==> src/rtl/accel_attitude_seq.sv <==
// Averages accelerometer samples, removes offsets, sequences pitch/roll cordic_angle runs.
// Latency: 4 cycles of overhead on top of two CORDIC runs (start, gap, start, out).
// No backpressure: samples arriving while busy are dropped and flagged on sticky overrun.
module accel_attitude_seq #(
   parameter int AVG_LOG2 = 2,
   parameter int TIMEOUT  = 4095
) (
   input  logic               clk,
   input  logic               rst,
   input  logic               acc_valid,
   input  logic signed [15:0] acc_x,
   input  logic signed [15:0] acc_y,
   input  logic signed [15:0] acc_z,
   input  logic signed [15:0] ofs_x,
   input  logic signed [15:0] ofs_y,
   input  logic signed [15:0] ofs_z,
   output logic               cdra_start,
   output logic signed [15:0] cdra_x,
   output logic signed [15:0] cdra_y,
   output logic signed [15:0] cdra_z,
   input  logic               cdra_done,
   input  logic signed [15:0] cdra_angle,
   output logic signed [15:0] pitch,
   output logic signed [15:0] roll,
   output logic               att_valid,
   output logic               busy,
   output logic               err_timeout,
   output logic               overrun
);

   localparam int AW = 17 + AVG_LOG2;
   localparam int CW = AVG_LOG2 + 1;
   localparam int TW = (TIMEOUT > 1) ? $clog2(TIMEOUT + 1) : 1;
   localparam logic [CW-1:0] CNT_LAST  = CW'((1 << AVG_LOG2) - 1);
   localparam logic [TW-1:0] WAIT_LAST = TW'(TIMEOUT - 1);
   localparam logic signed [AW-1:0] SAT_MAX = AW'(32767);
   localparam logic signed [AW-1:0] SAT_MIN = AW'(-32768);

   typedef enum logic [2:0] {
      ACC, P_START, P_WAIT, GAP, R_START, R_WAIT, OUT
   } state_t;

   state_t               state;
   logic [CW-1:0]        cnt;
   logic [TW-1:0]        wcnt;
   logic signed [AW-1:0] sum_x, sum_y, sum_z;
   logic signed [15:0]   ax, ay, az;
   logic signed [15:0]   pitch_pend;

   logic signed [16:0]   d_x, d_y, d_z;
   logic signed [AW-1:0] sum_nx_x, sum_nx_y, sum_nx_z;
   logic signed [AW-1:0] avg_x, avg_y, avg_z;

   // Clamp the averaged value into the 16-bit operand range.
   function automatic logic signed [15:0] sat16(input logic signed [AW-1:0] v);
      if (v > SAT_MAX)
         return 16'sh7fff;
      else if (v < SAT_MIN)
         return 16'sh8000;
      else
         return v[15:0];
   endfunction

   // Offset removal in 17 bits so full-scale differences cannot wrap, then running sum and average.
   always_comb begin
      d_x      = {acc_x[15], acc_x} - {ofs_x[15], ofs_x};
      d_y      = {acc_y[15], acc_y} - {ofs_y[15], ofs_y};
      d_z      = {acc_z[15], acc_z} - {ofs_z[15], ofs_z};
      sum_nx_x = sum_x + AW'(d_x);
      sum_nx_y = sum_y + AW'(d_y);
      sum_nx_z = sum_z + AW'(d_z);
      avg_x    = sum_nx_x >>> AVG_LOG2;
      avg_y    = sum_nx_y >>> AVG_LOG2;
      avg_z    = sum_nx_z >>> AVG_LOG2;
   end

   assign busy = (state != ACC);

   // Sequencer: accumulate, run pitch then roll, publish the pair together.
   always_ff @(posedge clk) begin
      if (rst) begin
         state       <= ACC;
         cnt         <= '0;
         wcnt        <= '0;
         sum_x       <= '0;
         sum_y       <= '0;
         sum_z       <= '0;
         ax          <= '0;
         ay          <= '0;
         az          <= '0;
         pitch_pend  <= '0;
         cdra_start  <= 1'b0;
         cdra_x      <= '0;
         cdra_y      <= '0;
         cdra_z      <= '0;
         pitch       <= '0;
         roll        <= '0;
         att_valid   <= 1'b0;
         err_timeout <= 1'b0;
         overrun     <= 1'b0;
      end else begin
         cdra_start  <= 1'b0;
         att_valid   <= 1'b0;
         err_timeout <= 1'b0;
         if (acc_valid && state != ACC)
            overrun <= 1'b1;
         case (state)
            ACC: begin
               if (acc_valid) begin
                  if (cnt == CNT_LAST) begin
                     ax         <= sat16(avg_x);
                     ay         <= sat16(avg_y);
                     az         <= sat16(avg_z);
                     cdra_x     <= sat16(avg_x);
                     cdra_y     <= sat16(avg_y);
                     cdra_z     <= sat16(avg_z);
                     cdra_start <= 1'b1;
                     cnt        <= '0;
                     sum_x      <= '0;
                     sum_y      <= '0;
                     sum_z      <= '0;
                     state      <= P_START;
                  end else begin
                     sum_x <= sum_nx_x;
                     sum_y <= sum_nx_y;
                     sum_z <= sum_nx_z;
                     cnt   <= cnt + 1'b1;
                  end
               end
            end
            P_START: begin
               wcnt  <= '0;
               state <= P_WAIT;
            end
            P_WAIT: begin
               if (cdra_done) begin
                  pitch_pend <= cdra_angle;
                  state      <= GAP;
               end else if (wcnt == WAIT_LAST) begin
                  err_timeout <= 1'b1;
                  state       <= ACC;
               end else begin
                  wcnt <= wcnt + 1'b1;
               end
            end
            GAP: begin
               // Roll reuses the pitch datapath with x and y swapped.
               cdra_x     <= ay;
               cdra_y     <= ax;
               cdra_z     <= az;
               cdra_start <= 1'b1;
               state      <= R_START;
            end
            R_START: begin
               wcnt  <= '0;
               state <= R_WAIT;
            end
            R_WAIT: begin
               if (cdra_done) begin
                  roll      <= cdra_angle;
                  pitch     <= pitch_pend;
                  att_valid <= 1'b1;
                  state     <= OUT;
               end else if (wcnt == WAIT_LAST) begin
                  err_timeout <= 1'b1;
                  pitch_pend  <= '0;
                  state       <= ACC;
               end else begin
                  wcnt <= wcnt + 1'b1;
               end
            end
            OUT: begin
               state <= ACC;
            end
            default: begin
               state <= ACC;
            end
         endcase
      end
   end

endmodule

==> config.mk <==
export PLATFORM = sky130hd
export DESIGN_NAME = accel_attitude_seq
export DESIGN_NICKNAME = d
export VERILOG_FILES = /design/src/rtl/accel_attitude_seq.sv
export SDC_FILE = /design/constraint.sdc
export NUM_CORES = 1
export LEC_CHECK = 0
export CAP_MARGIN = 30
export CORE_UTILIZATION = 51
export CTS_BUF_LIST = sky130_fd_sc_hd__clkbuf_4
export DETAILED_ROUTE_END_ITERATION = 8
export PLACE_DENSITY_LB_ADDON = 0.08
export RECOVER_POWER = 25
export SYNTH_ARGS = -nofsm -noshare
export SYNTH_HDL_FRONTEND = slang
export SYNTH_SLANG_ARGS = --single-unit
==> constraint.sdc <==
create_clock -name clk -period 4 [get_ports clk]
set_clock_uncertainty 0.15 [all_clocks]
set_input_delay 0.8 -clock clk [delete_from_list [all_inputs] [get_ports clk]]
set_output_delay 0.8 -clock clk [all_outputs]
set_load 0.05 [all_outputs]
==> flow_metrics.tcl, run 1 <==
set metrics [dict create \
    cp-end-kind "flop" \
    ff2ff_setup_slack_ns 0.46 \
    synthFlopType "dfxtp_1" \
    synthArstFlopShare_pct 0 \
    setup_viol 0 \
    drive_gt1_share_pct 16.5 \
    worstPathMaxFanout 5 \
    leakagePower_uw 0.00755 \
    overflow 0 \
    crit_type "primary input to flop" \
    reg_top3 "sum_x (19), sum_y (19), sum_z (19)" \
    root_buffer "clkbuf_4" \
    place_hpwl_mm 27.3 \
    dpl_cell_area_mm2 0.0170 \
    port_buffers 200 \
    slew_headroom_pct -13.1 \
    cts_sinks 223 \
    die_area_mm2 0.0267 \
    critical-path-slowest-cell "fa_1" \
    hp-class "flop to flop" \
    totalPowerFinal_uw 12900 \
    ys_types 83 \
    power.density_mw_per_mm2 725 \
    pin_count 201 \
    netlist_area_mm2 0.0133 \
    final_core_utilization_pct 70.0 \
    routabilityCongestion 0.873 \
    fillers 2139 \
    ys_seq_area_share_pct 33.6 \
    post-route-period-util_pct 96.1 \
    hold_viol 0 \
    track_usage_pct 27.5 \
    ctsResizeCount 0 \
    first_pass_iters 8 \
    die_y_um 163 \
    cts_tree "yes" \
    vias 13062 \
    syn_area_per_cell_um2 8.07 \
    start_util_pct 52.4 \
    numCtsBuffers 61 \
    rsz0062_at_grt "no" \
    path_buf_inv 4 \
    dp.cells 2306 \
    critPathLaunchType "primary input" \
    synth_area_leaders "dfxtp_1 34%, fa_1 8.1%, a21oi_1 7.2%, ha_1 5.9%, inv_1 5.5%" \
    yosys_warnings 0 \
    core-area_mm2 0.0253 \
    row_count 58 \
    syn2layout_area_growth_pct 33.6 \
    clockBufferDepth 3 \
    slew_viol_final 56 \
    vias_per_cell 5.41 \
    drc 0 \
    synth_most_common_cell "dfxtp_1" \
    die_w_um 163 \
    min_period_ns 3.85 \
    critPathMaxStageDelay_ns 0.52 \
    path_clk_slew_ns 0.07 \
    violations "max-capacitance violations, max-slew violations" \
    synth_fp_nets 1879 \
    drt-wirelength-per-cell_um 15.3 \
    final_area_mm2 0.0177 \
    clk_latency_ns 0.73 \
    cp_cell_sequence "clkdlybuf4s50_1 > inv_1 > fa_1 > inv_1 > fa_1 > nor2b_4 > o31ai_2 > a2111oi_2 > a211oi_2 > o21a_1 > or2_0 > buf_4 > o21ai_0 > o221a_2" \
    crit_family "compound AO/OA/AOI/OAI gates" \
    maxCapViolations 2 \
    synth_edf_count 0 \
    synth_cells 1646 \
    yosysTopAreaCell "dfxtp_1" \
    ant_nets 0 \
    cts_hold_buf 0 \
    grt_max_degree 78 \
    grt_pass1_vias 12494 \
    worst_pin_slew_ns 1.69 \
    irDropWorstVdd_mv 0.469 \
    antenna_found_initial 1 \
    final_cells 2413 \
    synth_top_area_share_pct 33.6 \
    cts_setup_buffers 0 \
    status "finished, violations left" \
    htree_levels 2 \
    grt_pass1_wl_mm 59.4 \
    synthTopCellsByCount "223 x dfxtp_1, 194 x inv_1, 191 x a21oi_1" \
    fmax_ghz 0.260 \
    wirelength_mm 36.9 \
    drt_iter0_drc 861 \
    synth-seq-cells 223 \
    nNetsFinal 2272 \
    arrival_ns 4.32 \
    required_ns 4.47 \
]
power breakdown:
part	leakage (uW)	switching [uW]	internal, uW
logic	0.00530	4290	3990
clock network	0.000438	981	981
registers	0.00181	144	2470
cells by family (layout without fill, tap and decap cells):
| group | count (synthesis) | after routing | synth area share [%] |
|---|---|---|---|
| AO/OA/AOI/OAI | 505 | 505 | 24.7 |
| XOR/XNOR | 50 | 50 | 3.30 |
| adder cells (fa/ha/maj) | 118 | 118 | 14.2 |
| buffers and inverters | 284 | 716 | 8.29 |
| flip-flops | 223 | 223 | 33.6 |
| multiplexers | 2 | 2 | 0.226 |
| other | 0 | 5 | 0 |
| AND/OR/NAND/NOR | 464 | 464 | 15.7 |
path summary, 6_finish.rpt:
kind	endpoint	cells after the start	from
max	ax[9]	14	ofs_x[1]
min	cdra_x[1]	2	ay[1]
max reg2reg	cdra_z[3]	15	sum_z[7]
min reg2reg	cdra_x[1]	2	ay[1]
layer usage:
metal  routed length, um  global-route usage (%)
met4                 996                    9.60
met3                2130                    3.94
met2               17700                    47.0
met1               16000                    35.1
met5                   0                       0
tightest hold or removal path: stages (launching register included):
cell     delay [ns]
dfxtp_1        0.31
nand2_1        0.06
a31oi_1        0.07
layout by cell type, fill, tap and decap left out, types with 63 or more instances in the layout:
master / instances
dfxtp_1: 223
buf_4: 213
clkdlybuf4s50_1: 198
inv_1: 194
a21oi_1: 191
nand2_1: 182
nor2_1: 130
clkbuf_4: 85
a22oi_1: 68
ha_1: 63
final cells by class:
class                           count  area [um2]  area share [%]
Clock inverter                     17        85.1           0.480
Inverter                          194         728            4.10
Timing Repair Buffer              420        3660            20.6
Tap cell                          330         413            2.33
Sequential cell                   223        4460            25.2
Multi-Input combinational cell   1139        7740            43.6
Clock buffer                       85         638            3.60
Antenna cell                        5        12.5          0.0705
metrics by stage:
stage               hold WS (ns)  TNS, ns  worst slack [ns]
global placement           0.287   -34.49            -0.462
finish                     0.296        0             0.154
detailed placement         0.294   -40.66            -0.522
floorplan                  0.279        0             0.157
CTS                        0.282        0             0.203
global route               0.319        0           0.00540
Note: power is estimated with default switching activity, not from simulation.
==> inputs of run 2 (changes only) <==
- SLEW_MARGIN: default -> 40
==> flow_metrics.tcl, run 2 (same netlist as run 1, synthesis figures left out) <==
set metrics [dict create \
    hp-class "flop to flop" \
    min_period_ns 3.85 \
    root_buffer "clkbuf_4" \
    path_buf_inv 4 \
    violations "max-capacitance violations, max-slew violations" \
    slew_headroom_pct -10.3 \
    syn2layout_area_growth_pct 33.8 \
    antenna_found_initial 1 \
    reg_top3 "sum_x (19), sum_y (19), sum_z (19)" \
    worstSetupStartpoint "ofs_x[1]" \
    clockBufferDepth 3 \
    crit_end "ax[9]" \
    routabilityCongestion 0.873 \
    tns_ns 0 \
    r2r-end "cdra_z[3]" \
    start_util_pct 52.4 \
    port_buffers 200 \
    wirelength_mm 36.8 \
    die_area_mm2 0.0267 \
    ant_nets 0 \
    overflow 0 \
    cp_num_cells 14 \
    vias_per_cell 5.42 \
    nNetsFinal 2273 \
    first_pass_iters 5 \
    vias 13076 \
    worstPathMaxFanout 5 \
    slew_viol_final 55 \
    worst_pin_slew_ns 1.65 \
    numCtsBuffers 61 \
    critPathMaxStageDelay_ns 0.52 \
    drc 0 \
    arrival_ns 4.32 \
    cts_sinks 223 \
    core-area_mm2 0.0253 \
    clk_latency_ns 0.73 \
    final_cells 2414 \
    multiInputGateArea_mm2 0.00774 \
    post-route-period-util_pct 96.2 \
    final_cell_mix "223 x dfxtp_1, 213 x buf_4, 198 x clkdlybuf4s50_1, 194 x inv_1, 191 x a21oi_1" \
    setup_viol 0 \
    ff2ff_setup_slack_ns 0.46 \
    cp-end-kind "flop" \
    fmax_ghz 0.260 \
    grt_pass1_vias 12494 \
    drive_gt1_share_pct 16.5 \
    reg2regPathDepth 15 \
    cts_tree "yes" \
    irDropWorstVdd_mv 0.473 \
    fillers 2136 \
    regArea_mm2 0.00446 \
    grt_max_degree 78 \
    critical-path-slowest-cell "fa_1" \
    die_w_um 163 \
    die_y_um 163 \
    row_count 58 \
    drt_iter0_drc 888 \
    leakagePower_uw 0.00756 \
    hold_viol 0 \
    cp_cell_sequence "clkdlybuf4s50_1 > inv_1 > fa_1 > inv_1 > fa_1 > nor2b_4 > o31ai_2 > a2111oi_2 > a211oi_2 > o21a_1 > or2_0 > buf_4 > o21ai_0 > o221a_2" \
    path_clk_slew_ns 0.07 \
    cts_setup_buffers 0 \
    maxCapViolations 2 \
    required_ns 4.47 \
    crit_family "compound AO/OA/AOI/OAI gates" \
    grt_pass1_wl_mm 59.4 \
    crit_type "primary input to flop" \
    place_hpwl_mm 27.3 \
    track_usage_pct 27.5 \
    htree_levels 2 \
    regToRegStartpoint "sum_z[7]" \
    dp.cells 2306 \
    critPathLaunchType "primary input" \
    power.density_mw_per_mm2 725 \
    rsz0062_at_grt "no" \
    status "finished, violations left" \
    pin_count 201 \
    drt-wirelength-per-cell_um 15.2 \
    layout_commonest_cell "dfxtp_1" \
]
run 2: cell type report:
cell class / count / share of cell area [%]
diodes: 5 / 0.0705
clock buffers: 85 / 3.59
clock inverters: 17 / 0.479
inverters: 194 / 4.10
multi-input cells: 1139 / 43.6
flip-flops and latches: 223 / 25.1
well taps: 330 / 2.32
repair buffers: 421 / 20.7
run 2: worst min path at each step:
stage                   start   endpoint  cells after the start
2_1_floorplan         wcnt[9]    wcnt[9]                      2
3_3_place_gp   pitch_pend[15]  pitch[15]                      2
3_5_place_dp         sum_x[0]   sum_x[0]                      2
4_1_cts                 ay[1]  cdra_x[1]                      2
5_1_grt              pitch[5]   pitch[5]                      2
6_report                ay[1]  cdra_x[1]                      2
run 2: repair_timing:
action / 4_1_cts / 5_1_grt
setup endpoints to repair: 0 / 1
resized for setup: 0 / 1
hold buffers: 0 / 0
run 2: worst reg2reg max path, delay by kind of cell, from the launching register on:
family | cells | cell delay [ns]
flops | 1 | 0.33
xor+xnor | 1 | 0.26
compound gates | 7 | 1.29
fa+ha+maj | 2 | 0.79
buf+inv | 5 | 0.57
run 2: per-layer routing:
| metal | global-route usage (%) | share of wire [%] |
|---|---|---|
| met4 | 9.60 | 2.6 |
| met3 | 3.94 | 5.1 |
| met5 | 0 | 0 |
| met1 | 35.1 | 44 |
| met2 | 47.0 | 48 |
run 2: per-stage QoR:
| stage | utilization (%) | instance area [um2] | total power, uW | setup WS, ns | hold slack, ns |
|---|---|---|---|---|---|
| final | 70.1 | 17800 | 12900 | 0.152 | 0.295 |
| after global routing | 70.1 | 17800 | 13900 | 0.00681 | 0.319 |
| after CTS | 70.1 | 17800 | 12900 | 0.203 | 0.282 |
| after detailed placement | 67.2 | 17000 | 10900 | -0.522 | 0.294 |
| after global placement | 67.2 | 17000 | 10700 | -0.462 | 0.287 |
| after floorplan | - | 13300 | 7400 | 0.157 | 0.279 |
run 2: report_power, final:
group / total [uW] / switching, uW / internal (uW)
clock network: 1970 / 985 / 981
registers: 2610 / 145 / 2470
logic: 8300 / 4310 / 3990
